<file path="src/rtl/logic_unit_pipe.sv">
// Two-stage valid/ready bitwise logic unit with a running OR accumulator
// and a completed-transfer counter.
module logic_unit_pipe #(
    parameter int WIDTH = 8,
    parameter int CNT_W = 8
) (
    input  logic             clk,
    input  logic             rst,
    input  logic             in_valid,
    output logic             in_ready,
    input  logic [WIDTH-1:0] A,
    input  logic [WIDTH-1:0] B,
    input  logic [2:0]       OP,
    input  logic             acc_clr,
    output logic             out_valid,
    input  logic             out_ready,
    output logic [WIDTH-1:0] Y,
    output logic             Z,
    output logic             ONES,
    output logic [CNT_W-1:0] txn_count
);

    localparam logic [2:0] OP_AND  = 3'b000;
    localparam logic [2:0] OP_OR   = 3'b001;
    localparam logic [2:0] OP_XOR  = 3'b010;
    localparam logic [2:0] OP_NAND = 3'b011;
    localparam logic [2:0] OP_NOR  = 3'b100;
    localparam logic [2:0] OP_XNOR = 3'b101;
    localparam logic [2:0] OP_NOTA = 3'b110;
    localparam logic [2:0] OP_ACC  = 3'b111;

    logic             rst_done;
    logic             s1_valid;
    logic [WIDTH-1:0] s1_a;
    logic [WIDTH-1:0] s1_b;
    logic [2:0]       s1_op;
    logic             s2_valid;
    logic [WIDTH-1:0] acc;

    logic             out_xfer;
    logic             s2_load;
    logic             in_xfer;
    logic             acc_move;
    logic [WIDTH-1:0] acc_base;
    logic [WIDTH-1:0] result;

    assign out_xfer  = s2_valid & out_ready;
    assign s2_load   = s1_valid & (~s2_valid | out_xfer);
    // rst_done holds off the first input until one clock after reset release
    assign in_ready  = rst_done & (~s1_valid | s2_load);
    assign in_xfer   = in_valid & in_ready;
    assign out_valid = s2_valid;
    assign acc_move  = s2_load & (s1_op == OP_ACC);
    assign acc_base  = acc_clr ? '0 : acc;

    always_comb begin
        result = '0;
        case (s1_op)
            OP_AND:  result = s1_a & s1_b;
            OP_OR:   result = s1_a | s1_b;
            OP_XOR:  result = s1_a ^ s1_b;
            OP_NAND: result = ~(s1_a & s1_b);
            OP_NOR:  result = ~(s1_a | s1_b);
            OP_XNOR: result = ~(s1_a ^ s1_b);
            OP_NOTA: result = ~s1_a;
            OP_ACC:  result = acc_base | s1_a;
            default: result = '0;
        endcase
    end

    always_ff @(posedge clk or posedge rst) begin
        if (rst) begin
            rst_done <= 1'b0;
            s1_valid <= 1'b0;
            s1_a     <= '0;
            s1_b     <= '0;
            s1_op    <= '0;
        end else begin
            rst_done <= 1'b1;
            if (in_xfer) begin
                s1_valid <= 1'b1;
                s1_a     <= A;
                s1_b     <= B;
                s1_op    <= OP;
            end else if (s2_load) begin
                s1_valid <= 1'b0;
            end
        end
    end

    always_ff @(posedge clk or posedge rst) begin
        if (rst) begin
            s2_valid <= 1'b0;
            Y        <= '0;
            Z        <= 1'b0;
            ONES     <= 1'b0;
        end else if (s2_load) begin
            s2_valid <= 1'b1;
            Y        <= result;
            Z        <= (result == '0);
            ONES     <= (result == {WIDTH{1'b1}});
        end else if (out_xfer) begin
            s2_valid <= 1'b0;
        end
    end

    // Clear wins over a concurrent ACC beat: acc_base already folds it in
    always_ff @(posedge clk or posedge rst) begin
        if (rst) begin
            acc <= '0;
        end else if (acc_move) begin
            acc <= acc_base | s1_a;
        end else if (acc_clr) begin
            acc <= '0;
        end
    end

    always_ff @(posedge clk or posedge rst) begin
        if (rst) begin
            txn_count <= '0;
        end else if (out_xfer) begin
            txn_count <= txn_count + CNT_W'(1);
        end
    end

endmodule

</file>
<file path="config.mk">
export PLATFORM = sky130hd
export DESIGN_NAME = logic_unit_pipe
export DESIGN_NICKNAME = d
export VERILOG_FILES = /design/src/rtl/logic_unit_pipe.sv
export SDC_FILE = /design/constraint.sdc
export NUM_CORES = 1
export LEC_CHECK = 0
export CAP_MARGIN = 40
export CORE_MARGIN = 2
export CORE_UTILIZATION = 30
export DETAILED_ROUTE_END_ITERATION = 10
export GPL_ROUTABILITY_DRIVEN = 0
export PLACE_DENSITY = 0.6
export SYNTH_ARGS = -nofsm -noshare
export SYNTH_HDL_FRONTEND = slang
export SYNTH_SLANG_ARGS = --single-unit
</file>
<file path="constraint.sdc">
create_clock -name clk -period 2.4 [get_ports clk]
set_clock_uncertainty 0.05 [all_clocks]
set_input_delay 0.48 -clock clk [delete_from_list [all_inputs] [get_ports clk]]
set_output_delay 0.48 -clock clk [all_outputs]
set_load 0.005 [all_outputs]
</file>
# ---- Word-level counts from Yosys, hierarchy flattened
# Index checks and enable logic that the tools add are counted.
dict set report word_totals {
  reg_bits 48
  in_bits 24
}
dict set report classes {
  n_addsub 1
  n_eq_ne 8
  mux 7
  n_bitwise 17
  n_reduce_logical 4
}
# op count
set op_table {}
lappend op_table {{8-bit case mux with 8 select lines} 1}
lappend op_table {{8-bit inverter} 4}
lappend op_table {{8-bit 2-to-1 mux} 2}
lappend op_table {{8-bit OR} 2}
lappend op_table {{3-bit equality test (second input constant)} 4}
lappend op_table {{8-bit by 1-bit adder with 8-bit output (second input constant)} 1}
lappend op_table {{8-bit AND} 1}
lappend op_table {{8-bit equality test (second input constant)} 1}
lappend op_table {{8-bit logical NOT} 1}
lappend op_table {{8-bit bitwise XOR} 1}
lappend op_table {{3-bit by 2-bit equality test with 1-bit output (second input constant)} 2}
lappend op_table {{1-bit AND} 5}
lappend op_table {{1-bit 2-to-1 mux} 4}
lappend op_table {{2-bit nonzero test} 2}
lappend op_table {{3-bit by 1-bit equality test with 1-bit output (second input constant)} 1}
lappend op_table {{3-bit logical NOT} 1}
lappend op_table {{1-bit inverter} 2}
lappend op_table {{1-bit OR} 2}

# ---- Longest topological paths before layout
# Gate-level depths: netlist of run 1.
dict set report logic_depth {
  word_depth 7
  mapped_depth 8
}

# ---- Worst setup path after synthesis of run 1
# OpenSTA, ideal clock, no wires.
dict set report synth_path {
  path_kind {flip-flop to flip-flop}
  startpoint {reg s1_a[0]}
  endpoint {reg ONES}
  t_arrival_ns 2.005
  required_ns 2.258
  path_slack_ns 0.253
  stages_incl_launch_ff 9
  period_less_slack_ns 2.147
  path_cell_list {dfrtp_1 -> inv_1 -> ha_1 -> nand2b_1 -> a311oi_2 -> a211oi_1 -> o32a_1 -> or4_1 -> o31ai_2}
}
dict set report synth_between {
  elab_chain_cells 4
}
# element line
set synth_lines {}
lappend synth_lines {{start: declaration} 34} ;# logic [WIDTH-1:0] s1_a;
lappend synth_lines {{start signal: assignment} 75} ;# s1_a <= '0;
lappend synth_lines {{start signal: assignment} 82} ;# s1_a <= A;
lappend synth_lines {{8-bit bitwise XOR (tied with other cells)} {61, 64}}
lappend synth_lines {{8-bit inverter (on tied branches)} {64, 62, 63}}
lappend synth_lines {{8-bit case mux with 8 select lines *} 58} ;# case (s1_op)
lappend synth_lines {{8-bit equality test *} 101} ;# ONES <= (result == {WIDTH{1'b1}});
lappend synth_lines {{end signal: assignment} 101}
lappend synth_lines {{end: declaration} 19} ;# output logic ONES,
# Every way passes the cells marked *; elsewhere a longest branch is shown, timed or not.
# A chain may end at the register's enable or synchronous reset.

# ---- Worst setup path after layout of run 1
# Same ends and word-level chain as after synthesis.

==> impl_metrics.json, run 1 <==
{
  "outcome": "finished clean",
  "drive_gt1_share_pct": 19.5,
  "postSynthCellCount": 269,
  "yosysTopAreaCell": "dfrtp_1",
  "power_density_nw_per_um2": 790,
  "hold_viol_final": 0,
  "clock_latency_ns": 0.30,
  "ys_top_cells_by_area": "dfrtp_1, mux2_2, ha_1, nand2_1, inv_1",
  "vias": 2134,
  "hold_path.startpoint": "txn_count[7]",
  "die_w_um": 99.0,
  "fp-row-count": 34,
  "synth_warnings": 0,
  "dp.cells": 433,
  "gr-total-overflow": 0,
  "synth-edff-count": 0,
  "io_buffers": 43,
  "dr.pass1.iters": 4,
  "slew_violations": 0,
  "setup_viol": 0,
  "power.leakage_nw": 1.64,
  "core_area_sq_um": 8720,
  "cts.htree.levels": 2,
  "slew_headroom_pct": 63.8,
  "wl_per_cell_um": 13.5,
  "clockRootBuffer": "clkbuf_8",
  "crit_path_start_kind": "flip-flop",
  "clk_path_buf_depth": 2,
  "grt_start_max_net_pins": 23,
  "min_period_over_period_pct": 94.6,
  "finalNetCount": 373,
  "synth_top_area_share_pct": 44.3,
  "wl_um": 5940,
  "path_clk_slew_ns": 0.09,
  "syn_area_per_cell_sq_um": 10.1,
  "final_area_sq_um": 3560,
  "worstSetupPathType": "flip-flop to flip-flop",
  "groute.usage.overall_pct": 12.4,
  "min_path_type": "flip-flop to flip-flop",
  "die_area_sq_um": 9810,
  "rsz0062_at_grt": "false",
  "grt_pass1_vias": 2080,
  "cts_buffers": 5,
  "final_antenna_net_count": 0,
  "cts_hold_buffers": 0,
  "antenna_found_initial": 0,
  "layout_commonest_cell": "dfrtp_1",
  "cap_violations": 0,
  "fin_cells": 441,
  "dpl_cell_area_sq_um": 3420,
  "ys_seq_area_share_pct": 44.3,
  "cts.sinks": 48,
  "r2r-start": "s1_a[0]",
  "ys_ff_latch": 48,
  "start_util_pct": 31.1,
  "route.detailed.drc": 0,
  "end_kind": "flip-flop",
  "vdd.ir_drop.worst_mv": 0.334,
  "post_cts_buffers": 0,
  "syn_nets": 310,
  "post-dp-hpwl_um": 4450,
  "rrSetupSlack_ns": 0.13,
  "cts_tree": "done",
  "tightest_slew_ns": 0.539,
  "min_period_ns": 2.27,
  "fmax_mhz": 441,
  "grt_pass1_wl_um": 9870,
  "worstPathRequired_ns": 2.57,
  "synthToLayoutAreaGrowth_pct": 31.3,
  "synth-async-reset-ratio_pct": 100,
  "worstSetupStartpoint": "s1_a[0]",
  "fp.dieH_um": 99.0,
  "netlist_area_sq_um": 2710,
  "crit_arrival_ns": 2.44,
  "cp_max_fo": 5,
  "vias_per_cell": 4.84,
  "synth_ff_type": "dfrtp_1",
  "io_pins": 44,
  "insertedDiodeCount": 0,
  "drtIter0Drc": 104,
  "synth_cell_types": 49,
  "mostFrequentLayoutCells": "dfrtp_1, clkdlybuf4s50_1, nand2_1"
}
==> critical path, cell delays in order, from the launching register on <==
cell and delay (ns):
dfrtp_1 0.42, inv_1 0.10, ha_4 0.28, nand2b_1 0.06, a311oi_2 0.25, a211oi_1 0.08
o32a_1 0.19, or4_1 0.54, o31ai_2 0.22
==> layout make-up <==
type | count | area (sq um)
Clock buffer | 5 | 68.8
Clock inverter | 3 | 47.5
Fill cell | 830 | 5160
Inverter | 20 | 75.1
Multi-Input combinational cell | 189 | 1390
Sequential cell | 48 | 1200
Tap cell | 108 | 135
Timing Repair Buffer | 68 | 643
==> flip-flops by register name, summed over array words and instances, names as in the netlist, 3 cells and up <==
register and cells:
acc 8, txn_count 8, s1_op 3, s1_b 8, Y 8, s1_a 8
==> path summary, 6_finish.rpt <==
kind	depth (start not counted)	to
max in group asynchronous	3	s1_a[4]
min in group asynchronous	2	txn_count[1]
min	1	txn_count[7]
max reg2reg	8	ONES
max	8	ONES
min reg2reg	1	txn_count[7]
==> power by group <==
group	leakage [nW]	total (W)	internal, W	switching (W)
Sequential	0.600	0.00113	0.000972	0.000159
Combinational	0.977	0.00108	0.000605	0.000472
Clock	0.0583	0.000604	0.000314	0.000290
Total	1.64	0.00281	0.00189	0.000920
==> metal layers <==
layer | wire length (um) | track usage, % | vias to the layer above
met5 | 0 | 0 | -
met3 | 276 | 2.98 | 4
met1 | 2860 | 16.7 | 1017
li1 | - | - | 1067
met4 | 46 | 3.27 | 0
met2 | 2760 | 20.0 | 46
==> cell families (layout without fill, tap and decap cells) <==
group / Yosys count / after routing / share of synthesized area (%)
AND/OR/NAND/NOR: 78 / 78 / 14.1
AO/OA/AOI/OAI: 64 / 64 / 16.8
flip-flops: 48 / 48 / 44.3
buffers and inverters: 32 / 96 / 5.40
multiplexers: 22 / 22 / 9.10
adder cells (fa/ha/maj): 17 / 17 / 7.85
XOR/XNOR: 7 / 7 / 2.26
other: 1 / 1 / 0.138
==> synthesized netlist by cell type, types with 2 or more instances <==
master,instances
and3_1,2
ha_1,17
o221ai_1,2
nand2b_1,10
mux2_2,21
xor2_1,2
xnor2_1,5
buf_2,3
inv_1,18
nand3_1,4
o32a_1,3
nor2b_1,7
o2bb2ai_1,2
a21o_1,6
o21a_1,2
inv_2,2
nor2_1,15
dfrtp_1,48
o22ai_1,8
o32ai_1,2
a211oi_1,5
or2b_1,2
o211ai_1,4
clkbuf_1,5
o21ai_0,12
a21oi_1,9
nand2_1,29
buf_6,3
==> through the flow <==
step	worst slack, ns	hold WS (ns)	setup TNS (ns)	util [%]	total power, W
floorplan	0.253	0.392	0	-	0.00172
global placement	-0.0990	0.409	-0.158	39.2	0.00218
detailed placement	-0.112	0.413	-0.215	39.2	0.00222
CTS	0.0901	0.431	0	40.5	0.00283
global route	0.00630	0.467	0	40.8	0.00301
finish	0.130	0.425	0	40.8	0.00281
==> timing repair <==
item                       4_1_cts  5_1_grt
setup endpoints to repair        0        2
gates resized for setup          0        4
hold endpoints to repair         0        0
(Power assumes the default switching activity.)
==> run 2, diff against run 1 <==
--- a/config.mk
+++ b/config.mk
@@ -6,7 +6,6 @@
 export NUM_CORES = 1
 export LEC_CHECK = 0
 export CAP_MARGIN = 40
-export CORE_MARGIN = 2
 export CORE_UTILIZATION = 30
 export DETAILED_ROUTE_END_ITERATION = 10
 export GPL_ROUTABILITY_DRIVEN = 0
==> impl_metrics.json, run 2 (synthesized netlist as in run 1, its figures left out) <==
{
  "drtIter0Drc": 95,
  "pwr-share-clk_pct": 18.9,
  "setup_viol": 0,
  "mostFrequentLayoutCells": "dfrtp_1, clkdlybuf4s50_1, nand2_1",
  "die_area_sq_um": 9410,
  "power.leakage_nw": 1.60,
  "dp.cells": 429,
  "io_pins": 44,
  "outcome": "finished clean",
  "insertedDiodeCount": 0,
  "fill_cells": 849,
  "post-dp-hpwl_um": 4420,
  "start_util_pct": 31.1,
  "core_area_sq_um": 8720,
  "p_switching_w": 0.000887,
  "wl_um": 5800,
  "end_kind": "output port",
  "antenna_found_initial": 0,
  "gr-total-overflow": 0,
  "swShare_pct": 33.0,
  "slowest_delay_ns": 0.50,
  "cts_tree": "done",
  "clockRootBuffer": "clkbuf_8",
  "clk_path_buf_depth": 2,
  "min_period_ns": 2.27,
  "fin_cells": 437,
  "crit_arrival_ns": 1.74,
  "cts.htree.levels": 2,
  "drive_gt1_share_pct": 17.6,
  "worstPathRequired_ns": 1.87,
  "groute.usage.overall_pct": 12.6,
  "synthToLayoutAreaGrowth_pct": 29.0,
  "die_w_um": 97.0,
  "cts_hold_buffers": 0,
  "min_path_type": "input port to asynchronous set/reset pin",
  "crit_chain": "clkdlybuf4s50_1, nand3b_1, and2_1, clkdlybuf4s50_1",
  "grt_start_max_net_pins": 22,
  "path_clk_slew_ns": 0.09,
  "cts_buffers": 5,
  "dr.pass1.iters": 4,
  "crit_path_start_kind": "input port",
  "cp_max_fo": 2,
  "crit_top_cell": "clkdlybuf4s50_1",
  "min_period_over_period_pct": 94.4,
  "route.detailed.drc": 0,
  "slew_headroom_pct": 53.0,
  "fp-row-count": 34,
  "finalNetCount": 369,
  "final_antenna_net_count": 0,
  "vdd.ir_drop.worst_mv": 0.278,
  "slew_violations": 0,
  "p_int_w": 0.00180,
  "fmax_mhz": 441,
  "grt_pass1_wl_um": 9740,
  "seqPwrFrac_pct": 42.0,
  "vias": 2142,
  "p_total_w": 0.00269,
  "wl_per_cell_um": 13.3,
  "worstSetupPathType": "input port to output port",
  "fp.dieH_um": 97.0,
  "vias_per_cell": 4.90,
  "clock_latency_ns": 0.30,
  "grt_pass1_vias": 2070,
  "cts.sinks": 48,
  "power_density_nw_per_um2": 769,
  "tightest_slew_ns": 0.702,
  "cpMaxStageDelayCell": "clkdlybuf4s50_1",
  "layout_commonest_cell": "dfrtp_1",
  "cap_violations": 0,
  "rsz0062_at_grt": "false",
  "hold_viol_final": 0,
  "combinationalPowerShare_pct": 39.1,
  "io_buffers": 43
}
-- run 2: area by class of cell --
| class | instances | area, sq um | share of cell area, % |
|---|---|---|---|
| Clock inverter | 1 | 7.51 | 0.215 |
| Sequential cell | 48 | 1200 | 34.4 |
| Timing Repair Buffer | 64 | 626 | 17.9 |
| Multi-Input combinational cell | 189 | 1360 | 39.0 |
| Inverter | 20 | 75.1 | 2.15 |
| Tap cell | 108 | 135 | 3.87 |
| Clock buffer | 7 | 86.3 | 2.47 |
-- run 2: power groups by stage --
| stage | sequential (W) | clock [W] | combinational, W |
|---|---|---|---|
| final | 0.00113 | 0.000508 | 0.00105 |
| after global routing | 0.00116 | 0.000561 | 0.00116 |
| after CTS | 0.00113 | 0.000529 | 0.00106 |
| after detailed placement | 0.00115 | 0 | 0.00106 |
| after global placement | 0.00114 | 0 | 0.00103 |
| after floorplan | 0.00112 | 0 | 0.000599 |
-- run 2: metal layers --
layer  routed length, um  track usage, %  vias up
met5                   0               0        -
met2                2640            19.4       47
met3                 239            2.89        6
met4                  82            4.82        0
li1                    -               -     1066
met1                2840            17.0     1023
-- run 2: final timing paths --
path | from | end | slack (ns) | depth (start not counted)
worst max register to register | s1_a[0] | ONES | 0.15 | 8
worst min register to register | txn_count[7] | txn_count[7] | 0.43 | 1
worst min-delay path | rst | txn_count[0] | 0.43 | 2
min in group clk | txn_count[7] | txn_count[7] | 0.43 | 1
worst max-delay path | out_ready | in_ready | 0.13 | 4
max in group asynchronous | rst | s1_a[1] | 1.37 | 3
-- run 2: critical path: cells and delay by family --
| family | cells | cell delay, ns |
|---|---|---|
| and+or+nand+nor | 2 | 0.27 |
| buffers and inverters | 2 | 0.97 |
-- run 2: repair_timing --
item | CTS | global route
endpoints found under the setup margin | 0 | 1
hold endpoints to repair | 0 | 0
setup buffers | 0 | 0
resized for setup | 0 | 2
-- run 2: per-stage QoR --
stage          area, sq um  worst slack, ns  setup TNS, ns  util (%)  hold WS [ns]
4_1_cts               3490           0.0875              0      40.0         0.430
5_1_grt               3490           0.0221              0      40.1         0.453
3_5_place_dp          3400           -0.125         -0.125      39.0         0.413
2_1_floorplan         2710            0.253              0         -         0.392
3_3_place_gp          3400          -0.0887        -0.0887      39.0         0.412
6_report              3490            0.134              0      40.1         0.426
==> run 3, diff against run 2 <==
--- a/config.mk
+++ b/config.mk
@@ -6,9 +6,11 @@
 export NUM_CORES = 1
 export LEC_CHECK = 0
 export CAP_MARGIN = 40
+export CORE_MARGIN = 2
 export CORE_UTILIZATION = 30
 export DETAILED_ROUTE_END_ITERATION = 10
 export GPL_ROUTABILITY_DRIVEN = 0
+export HOLD_SLACK_MARGIN = 0.02
 export PLACE_DENSITY = 0.6
 export SYNTH_ARGS = -nofsm -noshare
 export SYNTH_HDL_FRONTEND = slang
==> results of run 3 <==
Same layout as run 1: the final DEF is identical, and so are final timing and power.
